File: src/rtl/fifo_wr_arbiter.sv
// fifo_wr_arbiter: round-robin burst arbiter for the single write port of a
// synchronous FIFO. One producer at a time owns the port. It keeps the port for up
// to MAX_BURST accepted words, or until it drops its request. Between grants
// there is one arbitration (bubble) cycle.
//
// Handshake: a requester presents a word on its data_in slice with req[i]=1.
// The word is written at the rising edge where ack[i]=1. The requester must hold
// the word stable until then. Dropping req before ack abandons the word.
//
// Optional build macro FIFO_WR_ARB_STATS_EN adds a saturating count of stalled
// cycles: the owner is requesting while the FIFO is full. Without the macro,
// stall_cnt is tied to zero. Arbitration is identical in both builds.
`timescale 1ns/1ps

module fifo_wr_arbiter #(
    parameter int N_REQ     = 4,
    parameter int DW        = 32,
    parameter int MAX_BURST = 8
) (
    input  logic               clk,
    input  logic               rst,
    input  logic [N_REQ-1:0]   req,
    input  logic [N_REQ*DW-1:0] data_in,
    input  logic               fifo_full,
    output logic [N_REQ-1:0]   gnt,
    output logic [N_REQ-1:0]   ack,
    output logic               fifo_w_en,
    output logic [DW-1:0]      fifo_wdata,
    output logic               busy,
    output logic [15:0]        stall_cnt
);

    localparam int IW = (N_REQ > 1) ? $clog2(N_REQ) : 1;
    localparam int CW = $clog2(MAX_BURST) + 1;

    typedef enum logic {S_IDLE, S_BURST} state_t;

    state_t             r_state, w_state_nxt;
    logic [IW-1:0]      r_owner, w_owner_nxt;
    logic [IW-1:0]      r_last, w_last_nxt;
    logic [CW-1:0]      r_count, w_count_nxt;
    logic [N_REQ-1:0]   r_gnt, w_gnt_nxt;
    logic               r_busy;
    logic [IW-1:0]      w_winner;
    logic [N_REQ-1:0]   w_ack;
    logic               w_owner_req;

    // First set request bit strictly after 'last', wrapping modulo N_REQ.
    // The loop runs from the furthest candidate to the nearest one, so the
    // nearest set bit is the last one assigned.
    function automatic logic [IW-1:0] rr_pick(input logic [IW-1:0] last,
                                              input logic [N_REQ-1:0] r);
        logic [IW-1:0] pick;
        int            idx;
        pick = '0;
        for (int k = N_REQ; k >= 1; k--) begin
            idx = (int'(last) + k) % N_REQ;
            if (r[idx]) pick = IW'(idx);
        end
        return pick;
    endfunction

    // Round-robin winner, used only when leaving IDLE.
    always_comb begin
        w_winner = rr_pick(r_last, req);
    end

    assign w_owner_req = req[r_owner];

    // Only the current owner can be acked, and only while the FIFO has room.
    always_comb begin
        w_ack = '0;
        if (r_state == S_BURST && w_owner_req && !fifo_full)
            w_ack[r_owner] = 1'b1;
    end

    assign ack        = w_ack;
    assign fifo_w_en  = |w_ack;
    assign fifo_wdata = (r_state == S_BURST) ? data_in[int'(r_owner)*DW +: DW] : '0;
    assign gnt        = r_gnt;
    assign busy       = r_busy;

    // Next state: grant on any request in IDLE; release on a dropped request or a full burst.
    always_comb begin
        w_state_nxt = r_state;
        w_owner_nxt = r_owner;
        w_last_nxt  = r_last;
        w_count_nxt = r_count;
        w_gnt_nxt   = r_gnt;
        case (r_state)
            S_IDLE: begin
                if (|req) begin
                    w_state_nxt          = S_BURST;
                    w_owner_nxt          = w_winner;
                    w_count_nxt          = '0;
                    w_gnt_nxt            = '0;
                    w_gnt_nxt[w_winner]  = 1'b1;
                end
            end
            S_BURST: begin
                if (!w_owner_req || (fifo_w_en && r_count == CW'(MAX_BURST - 1))) begin
                    w_state_nxt = S_IDLE;
                    w_gnt_nxt   = '0;
                    w_last_nxt  = r_owner;
                    w_count_nxt = '0;
                end else if (fifo_w_en) begin
                    w_count_nxt = r_count + CW'(1);
                end
            end
            default: begin
                w_state_nxt = S_IDLE;
                w_gnt_nxt   = '0;
            end
        endcase
    end

    // State, ownership and burst-count registers.
    always_ff @(posedge clk or posedge rst) begin
        if (rst) begin
            r_state <= S_IDLE;
            r_owner <= '0;
            r_last  <= IW'(N_REQ - 1);
            r_count <= '0;
            r_gnt   <= '0;
            r_busy  <= 1'b0;
        end else begin
            r_state <= w_state_nxt;
            r_owner <= w_owner_nxt;
            r_last  <= w_last_nxt;
            r_count <= w_count_nxt;
            r_gnt   <= w_gnt_nxt;
            r_busy  <= (w_state_nxt == S_BURST);
        end
    end

`ifdef FIFO_WR_ARB_STATS_EN
    logic [15:0] r_stall_cnt;

    // Count cycles where the owner wants to write but the FIFO is full; saturate.
    always_ff @(posedge clk or posedge rst) begin
        if (rst)
            r_stall_cnt <= '0;
        else if (r_state == S_BURST && w_owner_req && fifo_full && r_stall_cnt != 16'hFFFF)
            r_stall_cnt <= r_stall_cnt + 16'd1;
    end

    assign stall_cnt = r_stall_cnt;
`else
    assign stall_cnt = 16'h0000;
`endif

endmodule

File: config.mk
export PLATFORM = sky130hd
export DESIGN_NAME = fifo_wr_arbiter
export DESIGN_NICKNAME = d
export VERILOG_FILES = /design/src/rtl/fifo_wr_arbiter.sv
export SDC_FILE = /design/constraint.sdc
export NUM_CORES = 1
export LEC_CHECK = 0
export CAP_MARGIN = 25
export CELL_PAD_IN_SITES_DETAIL_PLACEMENT = 1
export CELL_PAD_IN_SITES_GLOBAL_PLACEMENT = 1
export CORE_UTILIZATION = 21
export CTS_BUF_LIST = sky130_fd_sc_hd__clkbuf_4 sky130_fd_sc_hd__clkbuf_8
export DETAILED_ROUTE_END_ITERATION = 7
export PLACE_DENSITY_LB_ADDON = 0.1
export SYNTH_ARGS = -nofsm -noshare
export SYNTH_HDL_FRONTEND = slang
export SYNTH_SLANG_ARGS = --single-unit
File: constraint.sdc
create_clock -name clk -period 3.9 [get_ports clk]
set_input_delay 0.78 -clock clk [delete_from_list [all_inputs] [get_ports clk]]
set_output_delay 0.78 -clock clk [all_outputs]
set_load 0.05 [all_outputs]
Word level (Yosys, flattened, before mapping)
Index checks and enable logic that the tools add are counted.

operators by class
  multiplexer cells = 34
  bitwise logic cells = 5
  reductions and logical operators = 18
  $add $sub $neg = 5
  shifts and indexed selects = 1
  eq/ne operators = 4
  $lt $le $gt $ge = 8

operators with widths
  operator                                                            count
  indexed part select 128 x 8 -> 32 bit                               1
  2-to-1 mux 32 bit                                                   1
  2-to-1 mux 4 bit                                                    6
  less-than comparator 3 x 4 -> 1 bit (second input constant)         4
  one-hot mux 4 bit (2 select lines)                                  2
  2-to-1 mux 1 bit                                                    13
  binary-select mux 1 bit (select 2 bit)                              5
  2-to-1 mux 2 bit                                                    4
  AND reduction 2 bit                                                 4
  OR reduction 2 bit                                                  4
  OR reduction 4 bit                                                  2
  less-than comparator 2 x 3 -> 1 bit (second input constant)         2
  logical AND 1 bit                                                   5
  adder 2 x 1 -> 2 bit (second input constant)                        2
  adder 2 bit (second input constant)                                 2
  adder 4 x 1 -> 4 bit (second input constant)                        1
  bitwise AND 1 bit (first input constant)                            4
  demux 1 bit (select 2 bit)                                          2
  == test 4 x 3 -> 1 bit (second input constant)                      1
  greater-or-equal comparator 2 x 1 -> 1 bit (second input constant)  2
  inequality test 3 x 2 -> 1 bit (second input constant)              1
  logical NOT 1 bit                                                   2
  inequality test 2 x 1 -> 1 bit (second input constant)              1
  inequality test 2 bit (second input constant)                       1
  other kinds (3)                                                     3

storage, ports and cells
  output and inout port bits = 58
  word-level logic and storage cells = 80
  flip-flop bits (word level) = 13
  input bits = 135

Depth between registers and ports, before layout
Gate-level depths: netlist (run 1).

  depth in word-level cells = 16
  depth in mapped cells = 5
  gate-level depth less buffers = 5

Worst setup path after synthesis (run 1)
Ideal clock, no wire load.

  path kind = input -> output
  start point = input req[1]
  end point = output ack[0]
  path slack = 0.147 ns
  buffers on the path = 1
  data required time = 3.120 ns
  stages on the path = 4
  arrival = 2.973 ns
  path through = mux4_2 > and3_1 > clkbuf_1 > nor3b_1

between the ends
  longest elaborated chain between the ends = 5

RTL lines
  element                                 RTL line  source
  start, declared                         22        input logic [N_REQ-1:0] req,
  binary-select mux 1 bit (select 2 bit)  68        assign w_owner_req = req[r_owner];
  2-to-1 mux 1 bit (not written as such)  68
  logical AND 1 bit (2 in series)         73        if (r_state == S_BURST && w_owner_req && !fifo_full)
  2-to-1 mux 4 bit                        73
  end, declared                           26        output logic [N_REQ-1:0] ack,

No other way between the ends. The select of a mux whose other input is x is not followed.

Final worst setup path (run 1)
  start point = register r_owner[0]
  end point = output fifo_wdata[21]

between the ends
  longest elaborated chain between the ends = 2

RTL lines
  element                                RTL line  source
  start, declared                        39        logic [IW-1:0] r_owner, w_owner_nxt;
  start signal, assigned                 128       r_owner <= w_owner_nxt;
  indexed part select 128 x 8 -> 32 bit  79        assign fifo_wdata = (r_state == S_BURST) ? data_in[int'(r_owner)*DW +: DW] : '0;
  2-to-1 mux 32 bit                      79
  end, declared                          28        output logic [DW-1:0] fifo_wdata,

No other way between the ends.

==> flow_summary.toml, run 1 <==
[power_and_ir_drop]
total_leakage_power_nw = 1.41
p_total_w = 0.00282
powerDensity_nw_per_um2 = 755
peakVddDrop_v = 0.000311

[yosys]
netlist_instances = 165
yosysUniqueCellTypes = 35
synthTopCellsByCount = "and2_1 (34), mux4_2 (33), buf_4 (16), dfrtp_1 (11), clkbuf_1 (10)"
yosysMostFrequentCell = "and2_1"
syn_area_um2 = 1810
synth.top_cell.area_share_pct = 41.1
ys_ff_latch = 13
netlist_top_cells_area = "mux4_2 (41%), dfrtp_1 (15%), and2_1 (12%)"
yosysSeqAreaShare_pct = 18.1
yosysTopAreaCell = "mux4_2"
synth_ff_type = "dfrtp_1"
async_flop_share_pct = 100
synth.avg_cell_area_um2 = 11.0
synth_edf_count = 0
yosysWarnings = 0

[setup_path]
rrSetupSlack_ns = 1.76
critPathArrivalTime_ns = 2.60
end_kind = "output port"
path_max_fanout = 25
ff2ff_path_depth = 4
start_kind = "flip-flop"
cp.required_ns = 3.12
worstSetupPathType = "reg -> out"

[clock_tree]
clockRootBuffer = "clkbuf_8"
cts_tree = "done"
numCtsBuffers = 3
postCtsSetupBuffers = 0
cts_buffer_depth = 2
cts.sinks = 13
htree_levels = 1
cts_resized = 0
clkTransAtPathRegs_ns = 0.06
insertion_delay_ns = 0.24
ctsHoldBuffers = 0

[grt]
grt-ovfl-total = 0
grt_use_total_pct = 17.6
grt_max_degree = 32
grt_pass1_vias = 1980
grt_pass1_wl_um = 11900
antenna_found_initial = 0

[timing]
fin_crit_sh_pct = 86.6
finalHoldViolCount = 0
fin_ws_ns = 0.523
timing.hold.ws_ns = 0.490
fin_crit_ns = 3.38
setup_viol = 0
fmax_mhz = 296
clock-skew-final_ns = 0.00447
tightestPinTransition_ns = 0.562
tns_ns = 0
max_slew_margin_pct = 62.4
slew_violations = 0
rsz0062_at_grt = "false"

[final_layout]
fillers = 921
synthToLayoutAreaGrowth_pct = 106
multi_input_area_um2 = 1350
diodes = 0
layout.nets = 475
drive_gt1_share_pct = 16.6
finalNonFillerCells = 443
register_area_um2 = 329

[route]
postRouteAntennaNets = 0
via_count = 2002
wl_per_cell_um = 19.2
drtIter0Drc = 41
firstDrtPassIters = 4
vias_per_cell = 4.52
drt_wl_total_um = 8510
drc_errors = 0

[die]
fp.dieW_um = 94.9
fp-row-count = 33
io-pin-count = 193
initial_core_util_pct = 21.8
die_h_um = 94.9
core_region_area_um2 = 8300
dieArea_um2 = 9000

[placement]
port_buffers = 176
hpwl_um = 7060
dp.cells = 439
dpl_worst_slack_ns = 0.585
globalplace.congestion = 0.734

[run]
cap_violations = 0

[outcome]
outcome = "completed"

[worst_hold_path]
hold_depth = 1
min_path_type = "reg -> reg"
==> worst max-delay path, cell delays in order, from the launching register on <==
cell             delay (ns)
dfrtp_2                0.63
buf_12                 0.29
mux4_2                 0.52
and2_1                 0.17
clkdlybuf4s50_1        0.73
==> final cells by class <==
class / count / area share (%)
multi-input cells: 134 / 36.2
clock buffers: 3 / 1.11
well taps: 105 / 3.52
repair buffers: 183 / 49.8
flip-flops and latches: 13 / 8.82
inverters: 4 / 0.402
clock inverters: 1 / 0.134
==> flip-flops by register name, summed over array words and instances (netlist names) <==
register	count
r_owner	2
busy	1
gnt	4
r_last	2
r_count	4
==> layout by cell type (no fill, tap or decap), types with 4 or more instances in the layout <==
cell and instances:
mux4_2 33, buf_4 8, inv_1 4, and2_1 34, clkdlybuf4s50_1 171, a21oi_1 5
dfrtp_1 10, nand2_1 5, conb_1 16, nor2_1 5
==> metal layers <==
metal  GRT usage (%)  vias up  part of all wire [%]
met3            4.51        4                   9.0
li1                -      942                     -
met4            2.02        0                  0.43
met2            29.5       77                    48
met5               0        -                     0
met1            23.4      979                    43
==> report_power, final <==
part | internal (W) | switching (W)
Clock | 0.0000703 | 0.0000452
Sequential | 0.000197 | 0.0000879
Combinational | 0.00104 | 0.00138
Total | 0.00131 | 0.00151
==> kinds of logic (layout without fill, tap and decap cells) <==
group | count (synthesis) | in the layout | share of synthesized area (%)
adder cells (fa/ha/maj) | 1 | 1 | 0.691
multiplexers | 38 | 38 | 44.0
flip-flops | 13 | 13 | 18.1
buffers and inverters | 33 | 191 | 10.4
AO/OA/AOI/OAI | 18 | 18 | 6.77
other | 1 | 16 | 0.207
AND/OR/NAND/NOR | 61 | 61 | 19.8
==> per-stage QoR <==
step	utilization, %	area, µm²
floorplan	-	1870
global placement	44.1	3660
detailed placement	44.4	3690
CTS	45.0	3730
global route	45.0	3730
finish	45.0	3730
==> worst paths after layout <==
path	start	to
setup / recovery	r_owner[0]	fifo_wdata[21]
hold / removal	gnt[0]	gnt[0]
setup reg to reg	r_owner[0]	r_count[3]
hold reg to reg	gnt[0]	gnt[0]
max in group asynchronous	rst	r_owner[0]
min in group asynchronous	rst	gnt[2]
Power figures use the tool's default switching activity.
==> run 2: changes to the inputs <==
- ABC_AREA: unset -> 1
- CORE_UTILIZATION: 21 -> 20
- CTS_CLUSTER_DIAMETER: unset -> 150
- clock period: 3.9 -> 4.08 ns (I/O delays scaled with it)
==> flow_summary.toml, run 2 <==
[final_layout]
diodes = 0
final_common_cell = "clkdlybuf4s50_1"
finalNonFillerCells = 597
fillers = 1153
synthToLayoutAreaGrowth_pct = 109
most-common-layout-cells = "clkdlybuf4s50_1 (139), nand3_1 (75), nand2_1 (55)"
drive_gt1_share_pct = 15.8
multi_input_area_um2 = 1350
layout.nets = 605
register_area_um2 = 329

[clock_tree]
ctsHoldBuffers = 0
cts_tree = "done"
cts.sinks = 13
cts_buffer_depth = 2
htree_levels = 1
postCtsSetupBuffers = 0
cts_resized = 0
numCtsBuffers = 3
clockRootBuffer = "clkbuf_8"
clkTransAtPathRegs_ns = 0.06
insertion_delay_ns = 0.25

[timing]
fin_crit_ns = 3.21
fin_crit_sh_pct = 78.7
setup_viol = 0
fmax_mhz = 311
finalHoldViolCount = 0
tns_ns = 0
clock-skew-final_ns = 0.00347
tightestPinTransition_ns = 0.803
rsz0062_at_grt = "false"
max_slew_margin_pct = 46.4
slew_violations = 0

[setup_path]
crit_top_cell = "buf_4"
worst_path_max_delay_cell = "dfrtp_2"
slowest_delay_ns = 0.70
cp.required_ns = 3.26
start_kind = "flip-flop"
worstSetupPathType = "reg -> out"
critPathArrivalTime_ns = 2.39
path_max_fanout = 45
end_kind = "output port"
cp_cell_sequence = "buf_4, nor2_2, buf_4, a22oi_1, a31oi_1, buf_12"

[placement]
hpwl_um = 8380
dp.cells = 593
port_buffers = 176
globalplace.congestion = 0.763

[die]
initial_core_util_pct = 20.9
dieArea_um2 = 10100
die_h_um = 101
fp.dieW_um = 101
io-pin-count = 193
core_region_area_um2 = 9330
fp-row-count = 35

[yosys]
netlist_top_cells_area = "nand3_1 (19%), dfrtp_1 (14%), a22oi_1 (12%)"
ys_ff_latch = 13
synth_ff_type = "dfrtp_1"
yosysMostFrequentCell = "nand3_1"
synthTopCellsByCount = "nand3_1 (75), nand2_1 (55), a22oi_1 (32), a31oi_1 (32), buf_4 (18)"
yosysTopAreaCell = "nand3_1"
yosysWarnings = 0
synth.top_cell.area_share_pct = 19.3
synth_edf_count = 0
synth.avg_cell_area_um2 = 6.27
yosysUniqueCellTypes = 29
netlist_instances = 311
syn_area_um2 = 1950
async_flop_share_pct = 100
yosysSeqAreaShare_pct = 16.8

[route]
firstDrtPassIters = 4
postRouteAntennaNets = 0
drc_errors = 0
drt_wl_total_um = 10300
via_count = 2878
vias_per_cell = 4.82
drtIter0Drc = 77
wl_per_cell_um = 17.3

[power_and_ir_drop]
powerDensity_nw_per_um2 = 819
peakVddDrop_v = 0.000494
total_leakage_power_nw = 1.65

[grt]
grt_max_degree = 46
antenna_found_initial = 0
grt_pass1_wl_um = 15500
grt_pass1_vias = 2979
grt_use_total_pct = 19.8
grt-ovfl-total = 0

[outcome]
outcome = "completed"

[worst_hold_path]
min_path_type = "reg -> reg"

[run]
cap_violations = 0
[run 2: path summary, 6_finish.rpt]
path,start,to,slack (ns),cells after the start
min,gnt[1],gnt[1],0.48,2
max,r_owner[1],fifo_wdata[26],0.87,6
max reg2reg,r_owner[0],r_count[3],2.03,11
min reg2reg,gnt[1],gnt[1],0.48,2
max in group asynchronous,rst,r_owner[1],2.81,2
min in group asynchronous,rst,r_owner[0],0.90,2
[run 2: cell families after synthesis]
logic type | after synthesis | synth area share, %
other | 1 | 0.192
adder cells (fa/ha/maj) | 1 | 0.642
flip-flops | 13 | 16.8
buffers and inverters | 62 | 16.8
AND/OR/NAND/NOR | 156 | 37.5
AO/OA/AOI/OAI | 76 | 27.2
XOR/XNOR | 2 | 0.899
[run 2: critical path, delay by kind of cell, from the launching register on]
family,cells,cell delay [ns]
buf+inv,3,0.98
compound gates,2,0.40
flops,1,0.70
simple gates,1,0.05
[run 2: layout make-up]
| cell class | instances | share of cell area, % |
|---|---|---|
| repair buffers | 181 | 51.9 |
| multi-input cells | 251 | 33.1 |
| flip-flops and latches | 13 | 8.06 |
| well taps | 129 | 3.95 |
| inverters | 19 | 1.81 |
| clock buffers | 3 | 1.01 |
| clock inverters | 1 | 0.123 |
[run 2: report_power, final]
part	total (W)	switching [W]	internal (W)
Sequential	0.000274	0.0000925	0.000181
Combinational	0.00296	0.00178	0.00117
Clock	0.000116	0.0000481	0.0000675
[run 2: routing by layer]
metal	wire [µm]	track usage, %	up-vias
li1	-	-	1391
met1	3930	22.5	1360
met2	5410	35.9	111
met3	768	5.89	16
met4	231	5.02	0
met5	0	0	-
[run 2: stage by stage]
| stage | setup slack, ns | hold WS, ns | total power (W) | area [µm²] | util (%) |
|---|---|---|---|---|---|
| 3_5_place_dp | 0.943 | 0.475 | 0.00326 | 4040 | 43.3 |
| 3_3_place_gp | 0.987 | 0.464 | 0.00322 | 4040 | 43.3 |
| 6_report | 0.869 | 0.481 | 0.00334 | 4080 | 43.8 |
| 5_1_grt | 0.627 | 0.506 | 0.00354 | 4080 | 43.8 |
| 4_1_cts | 0.834 | 0.491 | 0.00338 | 4080 | 43.8 |
| 2_1_floorplan | 0.824 | 0.475 | 0.00195 | 2010 | - |
==> variant 1, RTL diff (settings of run 2) <==
Build with the macro `FIFO_WR_ARB_STATS_EN` defined.
--- a/src/rtl/fifo_wr_arbiter.sv
+++ b/src/rtl/fifo_wr_arbiter.sv
@@ -12,4 +12,6 @@
 // stall_cnt is tied to zero. Arbitration is identical in both builds.
 `timescale 1ns/1ps
+
+`define FIFO_WR_ARB_STATS_EN
 
 module fifo_wr_arbiter #(
Function: changed (Yosys sat finds a counterexample within 4 cycles, from zero or initial values and one cycle with rst high).
==> variant 1 against run 2 <==
Sequential cell count up 16; power up 16%; wire length up 26%; sequential share of layout area up 5.9 points; area after synthesis up 40%; synthesized cell count up 31%; non-clock buffer count up 17; final area up 28%; worst setup slack worse by 0.20 ns.
==> variant 1: results (changes against run 2) <==
[worst_setup_path]
cpPeakStageDelay_ns=0.53  ; was 0.70 ns
worstPathMaxFanout=7  ; was 45
arrival_ns=2.59  ; was 2.39 ns
slowest_stage=clkdlybuf4s50_1  ; was dfrtp_2
critPathTopFamily=simple AND/OR/NAND/NOR gates  ; was buffers and inverters

[placement]
detailedPlace.worstSlack_ns=0.643  ; was 0.943 ns
place.gp.congestion=0.768  ; was 0.763
hpwl_um=10300  ; was 8380 µm
portBuffers=192  ; was 176

[final_layout]
drive_above_1_share=0.116  ; was 0.158
nFillCells=1637  ; was 1153
buf_share=0.448  ; was 0.519
seq_share=0.140  ; was 0.0806
finalNetCount=721  ; was 605
multi_input_area_um2=1740  ; was 1350 µm²
multi_input_cells=321  ; was 251
clkbuf_count=6  ; was 3
seq_cells=29  ; was 13
clock_cell_area_share=0.0165  ; was 0.0113
layout.cells.non_filler=761  ; was 597
buffers=198  ; was 181

[drt]
wl_met1_um=5500  ; was 3930 µm
post_drt_wl_per_cell_um=17.1  ; was 17.3 µm
avgViaCountPerCell=4.73  ; was 4.82
drtIter0Drc=131  ; was 77
route.met2.wl_um=6530  ; was 5410 µm

[logic_synthesis]
synth-compound-area-share=0.193  ; was 0.272
synth.distinct_cells=35  ; was 29
ys_top_cells_by_count=nand2_1 (110), nand3_1 (79), a22oi_1 (32), a31oi_1 (32), dfrtp_1 (27)  ; was nand3_1 (75), nand2_1 (55), a22oi_1 (32), a31oi_1 (32), buf_4 (18)
synthTopCellsByArea=dfrtp_1 (25%), nand2_1 (15%), nand3_1 (15%)  ; was nand3_1 (19%), dfrtp_1 (14%), a22oi_1 (12%)
synth-xor-area-share=0.0575  ; was 0.00899
synth_adder_area_share=0.00920  ; was 0.00642

[sta]
fin_skew_ns=0.00856  ; was 0.00347 ns
slew_headroom=0.489  ; was 0.464

[status]
outcome=completed  ; unchanged

[power_and_ir_drop]
p_int_mw=1.73  ; was 1.42 mW
switching_share=0.552  ; was 0.575
leakage_nw=2.11  ; was 1.65 nW
p_comb_frac=0.808  ; was 0.884
peakVddDrop_mv=0.280  ; was 0.494 mV
seqPwrFrac=0.128  ; was 0.082

[cts]
htreeDepth=2  ; was 1

[global_route]
grt_start_max_net_pins=40  ; was 46
grt_pass1_vias=3731  ; was 2979
track_usage=0.184  ; was 0.198
grt_pass1_wl_um=20500  ; was 15500 µm

variant 1: cell types whose count changed after synthesis, sizes merged, moves of 4 or more:
cell / change
xor2: +11
nor3: +7
buf: -15
nand3: +5
nand4: +5
inv: +10
dfrtp: +16
xnor2: +4
nand2: +49
variant 1: per-stage QoR:
step | utilization | cell area [µm²]
floorplan | - | 2720
finish | 0.394 | 5220
detailed placement | 0.388 | 5130
global placement | 0.388 | 5130
CTS | 0.394 | 5220
global route | 0.394 | 5220
variant 1: worst paths after layout:
path,startpoint,end,slack (ns),cells past startpoint
min in group asynchronous,rst,stall_cnt[4],0.85,2
max in group asynchronous,rst,r_last[1],2.53,3
hold / removal,gnt[3],gnt[3],0.48,2
hold reg to reg,gnt[3],gnt[3],0.48,2
setup / recovery,req[3],ack[0],0.67,8
setup reg to reg,r_owner[1],stall_cnt[8],1.59,6
variant 1: layer usage:
layer / vias to the layer above / track usage
met2: 103 / 0.321
met5: - / 0
met4: 0 / 0.0411
li1: 1772 / -
met3: 13 / 0.0536
met1: 1709 / 0.222
==> variant 2, RTL diff (flow settings as in run 2) <==
Without the edit above. Compare `r_count` against `CW'(MAX_BURST - 1)` with >= in place of ==.
--- a/src/rtl/fifo_wr_arbiter.sv
+++ b/src/rtl/fifo_wr_arbiter.sv
@@ -99,5 +99,5 @@
             end
             S_BURST: begin
-                if (!w_owner_req || (fifo_w_en && r_count == CW'(MAX_BURST - 1))) begin
+                if (!w_owner_req || (fifo_w_en && r_count >= CW'(MAX_BURST - 1))) begin
                     w_state_nxt = S_IDLE;
                     w_gnt_nxt   = '0;
Function: no difference found for any inputs over 4 cycles, from zero or initial values and one cycle with rst high; that may be too few to reach the edited logic, so the function may still have changed.
==> variant 2 against run 2 <==
Worst setup slack got worse by 0.29 ns; area after synthesis rose by 0.13%; sequential cell count did not move; sequential power fell by 12%; count of clock-buffer cells in the layout rose by 1; final area rose by 1.4%; wire length rose by 7.8%; power rose by 3.4%; hold slack improved by 0.034 ns; maximum frequency fell by 8.2%; via count fell by 2.4%; critical path type unchanged; largest power group unchanged.
==> variant 2: results (changes against run 2) <==
[hold_path]
worstHoldStart=gnt[2]  ; was gnt[1]

[worst_setup_path]
endpoint=ack[3]  ; was fifo_wdata[26]
r2r_end=r_count[0]  ; was r_count[3]
r2r_cells=10  ; was 11
arrival_ns=2.68  ; was 2.39 ns
worstPathMaxFanout=37  ; was 45
r2r-start=r_owner[1]  ; was r_owner[0]

[final_layout]
drive_above_1_share=0.161  ; was 0.158
nFillCells=1141  ; was 1153

[placement]
hpwl_um=8520  ; was 8380 µm
detailedPlace.worstSlack_ns=0.852  ; was 0.943 ns
place.gp.congestion=0.764  ; was 0.763

[logic_synthesis]
synth_cells=306  ; was 311
synth_top_area_share=0.160  ; was 0.193
synth-xor-area-share=0.00449  ; was 0.00899
synth-compound-area-share=0.252  ; was 0.272
synth_adder_area_share=0.00641  ; was 0.00642
ys_top_cells_by_count=nand2_1 (83), nand3_1 (46), a22oi_1 (32), a31oi_1 (32), buf_4 (18)  ; was nand3_1 (75), nand2_1 (55), a22oi_1 (32), a31oi_1 (32), buf_4 (18)
synth.distinct_cells=34  ; was 29
synthTopCellsByArea=nand2_1 (16%), dfrtp_1 (14%), a22oi_1 (12%)  ; was nand3_1 (19%), dfrtp_1 (14%), a22oi_1 (12%)

[sta]
fin_skew_ns=0.00317  ; was 0.00347 ns
min_period_over_period=0.858  ; was 0.787

[global_route]
gr-usage-met1=0.272  ; was 0.225
met3_usage=0.0423  ; was 0.0589
grtUsageMet2=0.365  ; was 0.359
track_usage=0.209  ; was 0.198
grt_start_max_net_pins=39  ; was 46
grt_pass1_wl_um=16400  ; was 15500 µm

[power_and_ir_drop]
leakage_nw=1.66  ; was 1.65 nW

[drt]
drtIter0Drc=75  ; was 77
vias=2810  ; was 2878
routed_wl_um=11200  ; was 10300 µm

[status]
outcome=completed  ; unchanged

## variant 2: routing by layer
| layer | wire, µm | vias up |
|---|---|---|
| met5 | 0 | - |
| met4 | 91 | 0 |
| met3 | 721 | 8 |
| met2 | 5430 | 90 |
| met1 | 4910 | 1344 |
| li1 | - | 1368 |
## variant 2: critical path, delay by kind of cell (launching register included)
| family | cells | cell delay (ns) |
|---|---|---|
| buf+inv | 4 | 0.63 |
| flops | 1 | 0.39 |
| simple gates | 5 | 1.41 |
## variant 2: cell type report
| cell class | instances | area (µm²) | share of cell area |
|---|---|---|---|
| inverters | 20 | 77.6 | 0.0187 |
| repair buffers | 179 | 2150 | 0.520 |
| diodes | 1 | 2.50 | 0.000604 |
| well taps | 129 | 161 | 0.0390 |
| multi-input cells | 250 | 1370 | 0.331 |
| clock buffers | 4 | 48.8 | 0.0118 |
| flip-flops and latches | 13 | 328 | 0.0791 |
